File: src/rtl/data_arith_narrow.sv
// Lane-parallel narrowing stage: IN_W -> OUT_W per lane by saturation or truncation,
// with per-lane overflow flags, a two-entry skid buffer and a saturating overflow-beat counter.

module data_arith_narrow_lane #(
   parameter int IN_W     = 32,
   parameter int OUT_W    = 16,
   parameter int SIGNED   = 1,
   parameter int SATURATE = 1
) (
   input  logic [IN_W-1:0]  din,
   output logic [OUT_W-1:0] dout,
   output logic             ovf
);
   logic hi_ovf, lo_ovf;
   logic [OUT_W-1:0] max_v, min_v;

   generate
      if (SIGNED != 0) begin : g_signed
         // Fits iff all bits above the output sign bit replicate the input sign.
         assign hi_ovf = !din[IN_W-1] &&  (|din[IN_W-2:OUT_W-1]);
         assign lo_ovf =  din[IN_W-1] && !(&din[IN_W-2:OUT_W-1]);
         assign max_v  = {1'b0, {(OUT_W-1){1'b1}}};
         assign min_v  = {1'b1, {(OUT_W-1){1'b0}}};
      end else begin : g_unsigned
         assign hi_ovf = |din[IN_W-1:OUT_W];
         assign lo_ovf = 1'b0;
         assign max_v  = {OUT_W{1'b1}};
         assign min_v  = '0;
      end
   endgenerate

   assign ovf = hi_ovf || lo_ovf;

   always_comb begin
      dout = din[OUT_W-1:0];
      if (SATURATE != 0) begin
         if (hi_ovf)      dout = max_v;
         else if (lo_ovf) dout = min_v;
      end
   end
endmodule

module data_arith_narrow #(
   parameter int IN_W     = 32,
   parameter int OUT_W    = 16,
   parameter int DEPTH    = 2,
   parameter int SIGNED   = 1,
   parameter int SATURATE = 1
) (
   input  logic                   clk,
   input  logic                   rst_n,
   input  logic [DEPTH*IN_W-1:0]  in,
   input  logic                   in_valid,
   output logic                   in_ready,
   output logic [DEPTH*OUT_W-1:0] out,
   output logic                   out_valid,
   input  logic                   out_ready,
   output logic [DEPTH-1:0]       ovf,
   output logic [15:0]            ovf_count,
   input  logic                   clear
);
   generate
      if (IN_W <= OUT_W || OUT_W < 2) begin : g_bad_params
         $error("data_arith_narrow: need IN_W > OUT_W and OUT_W >= 2");
      end
   endgenerate

   typedef enum logic [1:0] {EMPTY, ONE, FULL} state_t;

   state_t                 state_q, state_d;
   logic [DEPTH*OUT_W-1:0] nar, main_q, skid_q;
   logic [DEPTH-1:0]       nar_ovf, main_ovf_q, skid_ovf_q;
   logic                   load_main, load_skid, move_skid, deliver;
   logic [15:0]            cnt_q;

   generate
      for (genvar i = 0; i < DEPTH; i++) begin : g_lane
         data_arith_narrow_lane #(
            .IN_W(IN_W), .OUT_W(OUT_W), .SIGNED(SIGNED), .SATURATE(SATURATE)
         ) u_lane (
            .din (in[i*IN_W +: IN_W]),
            .dout(nar[i*OUT_W +: OUT_W]),
            .ovf (nar_ovf[i])
         );
      end
   endgenerate

   // Handshake flags depend on registered state only, so out_ready never reaches in_ready.
   assign in_ready  = (state_q != FULL);
   assign out_valid = (state_q != EMPTY);
   assign deliver   = out_valid && out_ready;
   assign out       = main_q;
   assign ovf       = main_ovf_q;
   assign ovf_count = cnt_q;

   always_comb begin
      state_d   = state_q;
      load_main = 1'b0;
      load_skid = 1'b0;
      move_skid = 1'b0;
      case (state_q)
         EMPTY: if (in_valid) begin
            load_main = 1'b1;
            state_d   = ONE;
         end
         ONE: begin
            if (in_valid && out_ready) begin
               load_main = 1'b1;
            end else if (in_valid) begin
               load_skid = 1'b1;
               state_d   = FULL;
            end else if (out_ready) begin
               state_d   = EMPTY;
            end
         end
         FULL: if (out_ready) begin
            move_skid = 1'b1;
            state_d   = ONE;
         end
         default: state_d = EMPTY;
      endcase
   end

   always_ff @(posedge clk or negedge rst_n) begin
      if (!rst_n) begin
         state_q    <= EMPTY;
         main_q     <= '0;
         main_ovf_q <= '0;
         skid_q     <= '0;
         skid_ovf_q <= '0;
      end else begin
         state_q <= state_d;
         if (load_main) begin
            main_q     <= nar;
            main_ovf_q <= nar_ovf;
         end else if (move_skid) begin
            main_q     <= skid_q;
            main_ovf_q <= skid_ovf_q;
         end
         if (load_skid) begin
            skid_q     <= nar;
            skid_ovf_q <= nar_ovf;
         end
      end
   end

   always_ff @(posedge clk or negedge rst_n) begin
      if (!rst_n)
         cnt_q <= '0;
      else if (clear)
         cnt_q <= '0;
      else if (deliver && (|main_ovf_q) && (cnt_q != 16'hFFFF))
         cnt_q <= cnt_q + 16'd1;
   end
endmodule

File: config.mk
export PLATFORM = sky130hd
export DESIGN_NAME = data_arith_narrow
export DESIGN_NICKNAME = d
export VERILOG_FILES = /design/src/rtl/data_arith_narrow.sv
export SDC_FILE = /design/constraint.sdc
export NUM_CORES = 1
export LEC_CHECK = 0
export CORE_MARGIN = 4
export CORE_UTILIZATION = 42
export CTS_CLUSTER_SIZE = 28
export DETAILED_ROUTE_END_ITERATION = 7
export PLACE_DENSITY_LB_ADDON = 0.05
export REMOVE_ABC_BUFFERS = 1
export SLEW_MARGIN = 40
export SYNTH_ARGS = -nofsm -noshare
export SYNTH_HDL_FRONTEND = slang
export SYNTH_SLANG_ARGS = --single-unit
File: constraint.sdc
create_clock -name clk -period 2.6 [get_ports clk]
set_input_delay 0.39 -clock clk [delete_from_list [all_inputs] [get_ports clk]]
set_output_delay 0.39 -clock clk [all_outputs]
set_load 0.03 [all_outputs]
==> After elaboration in Yosys (flattened, before gate mapping) <==
Cells that the tools add are included.
{ "op_classes": {"muxes": 23, "reduce_logical": 24, "eq_ne": 8, "div": 0, "multipliers": 0, "magnitude_cmp": 0, "bitwise_logic": 0, "n_shift": 0, "addsub": 1} }
{ "op_table": {"columns": ["operator", "n"], "rows": [
  ["$mux W16", 6],
  ["$mux W32", 2],
  ["$reduce_and A16 Y1", 2],
  ["$reduce_or A16 Y1", 2],
  ["$add A16 B1 Y16 const B", 1],
  ["$ne A16 B16 Y1 const B", 1],
  ["$mux W2", 7],
  ["$logic_and A1 B1 Y1", 8],
  ["$ne A2 B2 Y1 const B", 4],
  ["$mux W1", 6],
  ["$pmux W2 S3", 1],
  ["$reduce_bool A2 Y1", 3],
  ["$logic_not A1 Y1", 4],
  ["$reduce_and A4 Y1", 1],
  ["$ne A3 B3 Y1 const B", 1],
  ["$eq A2 B1 Y1 const B", 1],
  ["$eq A2 B2 Y1 const B", 1],
  ["$logic_not A2 Y1", 1],
  ["$logic_or A1 B1 Y1", 2],
  ["$pmux W1 S2", 1],
  ["$reduce_or A2 Y1", 1]
]} }
{ "word_totals": {"memories": 0, "latch_bits": 0, "mem_bits_rw": 0, "rom_bits": 0, "in_bits": 69, "output_inout_bits": 52, "elab_cells": 62, "reg_bits": 86} }

==> Longest topological paths before layout <==
{ "depth": {"depth_word": 6, "ltp_mapped": 7, "ltp_nobuf": 5} }

==> By module <==
A second synthesis with hierarchy kept.
{ "hier_totals": {"cells_unflattened": 390, "hier_area_um2": 4285.4} }
{ "modules_own_cells": {"columns": ["module", "instances", "cells_each", "seq_area_each_um2", "area_per_inst_um2"], "rows": [
  ["data_arith_narrow", 1, 332, 2152.1, 3809.9],
  ["data_arith_narrow_lane", 2, 29, 0.0, 237.7]
]} }

==> Worst setup path after synthesis <==
No wires, ideal clock.
{ "synth_path": {"path_type": "reg2reg", "start": "register cnt_q[0], in the netlist ovf_count[0]", "end": "register cnt_q[8], in the netlist ovf_count[8]", "stages_incl_launch_ff": 7, "synth_period_minus_slack_ns": 2.128, "arrival_time_ns": 2.050, "setup_slack_ns": 0.472, "setup_ns": 0.078, "required_time_ns": 2.522, "cell_sequence": "dfrtp_1 > ha_1 > and4_1 > and4bb_1 > clkbuf_1 > or4_1 > a21oi_1"} }
{ "synth_between": {"elab_chain_len": 3, "elab_cells_between_ends": 6, "cone_classes": "add/sub (1); eq/ne (1); mux (2); reduce/logical (2)"} }
{ "synth_rtl": {"columns": ["element", "line_no", "source"], "rows": [
  ["start, declared", "74", "logic [15:0] cnt_q;"],
  ["start signal, assigned", "153", "cnt_q <= cnt_q + 16'd1;"],
  ["$add A16 B1 Y16 or $ne A16 B16 Y1 (tied branches)", "153, 152", null],
  ["$mux W16 or $logic_and A1 B1 Y1 (tied branches)", "152", "else if (deliver && (|main_ovf_q) && (cnt_q != 16'hFFFF))"],
  ["$mux W16 or $reduce_bool A2 Y1 (tied branches)", null, null]
]} }
Several ways; a longest one is shown, not always the timed one. The select of a mux whose other input is x is not followed.
A chain may end at the register's enable or synchronous reset.

==> Worst setup path after layout <==
{ "layout_path": {"start": "register cnt_q[0], in the netlist ovf_count[0]", "end": "register cnt_q[11], in the netlist ovf_count[11]"} }
The elaborated chain is that of the path after synthesis.

==> results.json <==
{
  "place_area_um2": 5410,
  "place_ws_ns": 0.281,
  "crit_required_ns": 2.86,
  "netSwitchingFraction": 0.355,
  "postCtsHoldBufs": 0,
  "rows": 35,
  "drive_gt1_frac": 0.0672,
  "core_um2": 9280,
  "antennaDiodeCount": 0,
  "grt_pass1_vias": 3668,
  "power_leakage_nw": 2.32,
  "grt_usage": 0.190,
  "slew_headroom": 0.517,
  "io_buffer_count": 120,
  "synth-seq-cells": 86,
  "layout_setup_ws_ns": 0.349,
  "ys.flop_type": "dfrtp_1",
  "powerDensity_nw_per_um2": 733,
  "syn_area_um2": 4010,
  "r2r_start": "ovf_count[0]",
  "fin_skew_ns": 0.00994,
  "gp_congestion": 0.764,
  "yosysTopAreaCell": "dfrtp_1",
  "clk_pin_slew_ns": 0.09,
  "worstRegToRegCells": 5,
  "cp-end-kind": "flip-flop",
  "grt_max_degree": 49,
  "r2r_slack_ns": 0.35,
  "viasPerCell": 5.46,
  "period_share": 0.866,
  "pwr-share-comb": 0.329,
  "antenna_found_initial": 0,
  "yosysUniqueCellTypes": 37,
  "yosys-top-cells-count": "dfrtp_1, nand2_1, nor2_1",
  "insertion_delay_ns": 0.35,
  "final_util": 0.602,
  "area_growth_pct": 39.5,
  "rsz0062_at_grt": "no",
  "setup_viol": 0,
  "ir_drop_v": 0.000380,
  "slowest_stage": "or4_1",
  "synthArstFlopShare": 1.00,
  "cap_violations": 0,
  "cp_num_cells": 5,
  "synth-edff-count": 0,
  "dieArea_um2": 11200,
  "io_pins": 121,
  "hold_violations": 4,
  "wirelength_um": 10700,
  "setup_tns_ns": 0,
  "cts_sinks": 86,
  "syn-instance-count": 425,
  "worstPathArrival_ns": 2.52,
  "clk_path_buf_depth": 2,
  "via_count": 3715,
  "power.switching_w": 0.00146,
  "whs_ns": -0.00428,
  "r2r-end": "ovf_count[11]",
  "hp-class": "primary input to asynchronous set/reset pin",
  "seq_power_share": 0.459,
  "drv_slew": 0,
  "finalInstanceArea_um2": 5590,
  "grt_overflow_total": 0,
  "fillerInstances": 869,
  "drt_iter0_drc": 106,
  "cp_slowest_stage_delay_ns": 0.56,
  "cts_root_buffer": "clkbuf_8",
  "synth_top_area_share": 0.537,
  "synthTopCellsByArea": "dfrtp_1, nand2_1, a21oi_1, mux2i_1, nor2_1",
  "start_util": 0.432,
  "hpwl_um": 7450,
  "die_h_um": 106,
  "fin_crit_ns": 2.25,
  "synth_warnings": 0,
  "cts_tree": "built",
  "tightest_slew_ns": 0.724,
  "wl_per_cell_um": 15.7,
  "cts_setup_buffers": 0,
  "cts_htree_levels": 3,
  "p_int_w": 0.00265,
  "cts_buffers": 9,
  "status": "finished, violations left",
  "max_freq_mhz": 444,
  "ant_nets": 0,
  "critical-path-top-delay-family": "simple AND/OR/NAND/NOR gates",
  "violations": "negative hold slack",
  "drt_pass1_iterations": 4,
  "cp-startpoint": "ovf_count[0]",
  "path_class": "flip-flop to flip-flop",
  "yosysSeqAreaShare": 0.537,
  "path_buf_inv": 0,
  "drc": 0,
  "cp-start-kind": "flip-flop",
  "cp_max_fo": 25,
  "path_cells": "ha_1 > and4_1 > and4bb_1 > or4_1 > a21oi_1",
  "post-synth-top-count-cell": "dfrtp_1",
  "cts_resized": 0,
  "nets": 616,
  "grt_pass1_wl_um": 17300,
  "die_x_um": 106,
  "power_frac_clock": 0.213,
  "synth_area_per_cell_um2": 9.44,
  "endpoint": "ovf_count[11]"
}
## worst register-to-register path: cells and delay by family (launching register included)
family / cells / cell delay (ns)
DFF: 1 / 0.47
adders and majority gates: 1 / 0.30
and+or+nand+nor: 3 / 1.24
AOI/OAI and AO/OA: 1 / 0.15
## registers in the layout (all words and copies together) (netlist names)
name,cells
skid_q,32
ovf,2
skid_ovf_q,2
state_q,2
out,32
ovf_count,16
## cells in the final DEF, fill, tap and decap left out, types with 4 or more instances in the layout
cell,n
clkdlybuf4s50_1,119
or4_1,15
nand3_1,9
clkbuf_8,9
nand4_1,12
mux2i_1,15
nand2_1,80
nor4_1,8
or3_1,4
a32oi_1,15
dfrtp_1,86
buf_4,15
o21ai_0,21
nor2_1,38
a21oi_1,37
o22ai_1,16
o31ai_1,13
## cell families (layout without fill, tap and decap cells)
group / after synthesis / after routing / synth area share
fa+ha+maj: 1 / 1 / 0.00312
flops: 86 / 86 / 0.537
simple gates: 182 / 182 / 0.217
mux: 15 / 15 / 0.0374
compound gates: 112 / 112 / 0.176
buf+inv: 29 / 155 / 0.0303
## layer usage
metal	GRT usage	wire length, µm	part of all wire
met5	0	0	0
met1	0.246	4920	0.46
met4	0.0629	103	0.0096
met3	0.0545	703	0.066
met2	0.306	4950	0.46
## worst min path at each step
stage / from / end / slack (ns) / cells past startpoint
global placement: rst_n / ovf_count[7] / 0.40 / 1
CTS: rst_n / ovf_count[7] / 0.003 / 1
finish: rst_n / ovf_count[7] / -0.004 / 1
floorplan: rst_n / out[0] / 0.09 / 0
detailed placement: rst_n / ovf_count[7] / 0.40 / 1
global route: rst_n / ovf_count[7] / 0.03 / 1
## per-stage QoR
step,cells,hold slack (ns),total power (W)
4_1_cts,680,0.00305,0.00414
2_1_floorplan,399,0.0944,0.00262
3_5_place_dp,664,0.398,0.00327
6_report,680,-0.00428,0.00410
3_3_place_gp,664,0.398,0.00323
5_1_grt,680,0.0255,0.00435
## area by class of cell
type                            instances  area, µm²  area share
Clock buffer                            9        124      0.0221
Timing Repair Buffer                  136       1340       0.240
Tap cell                              129        161      0.0289
Inverter                                3       11.3     0.00201
Clock inverter                          7       56.3      0.0101
Multi-Input combinational cell        310       1740       0.312
Sequential cell                        86       2150       0.385
## power by group through the flow
stage / clock network [W] / registers [W] / logic (W)
detailed placement: 0 / 0.00191 / 0.00136
floorplan: 0 / 0.00217 / 0.000455
CTS: 0.000897 / 0.00188 / 0.00136
global route: 0.000959 / 0.00193 / 0.00147
finish: 0.000872 / 0.00188 / 0.00135
global placement: 0 / 0.00189 / 0.00133
Note: power is estimated with default switching activity, not from simulation.
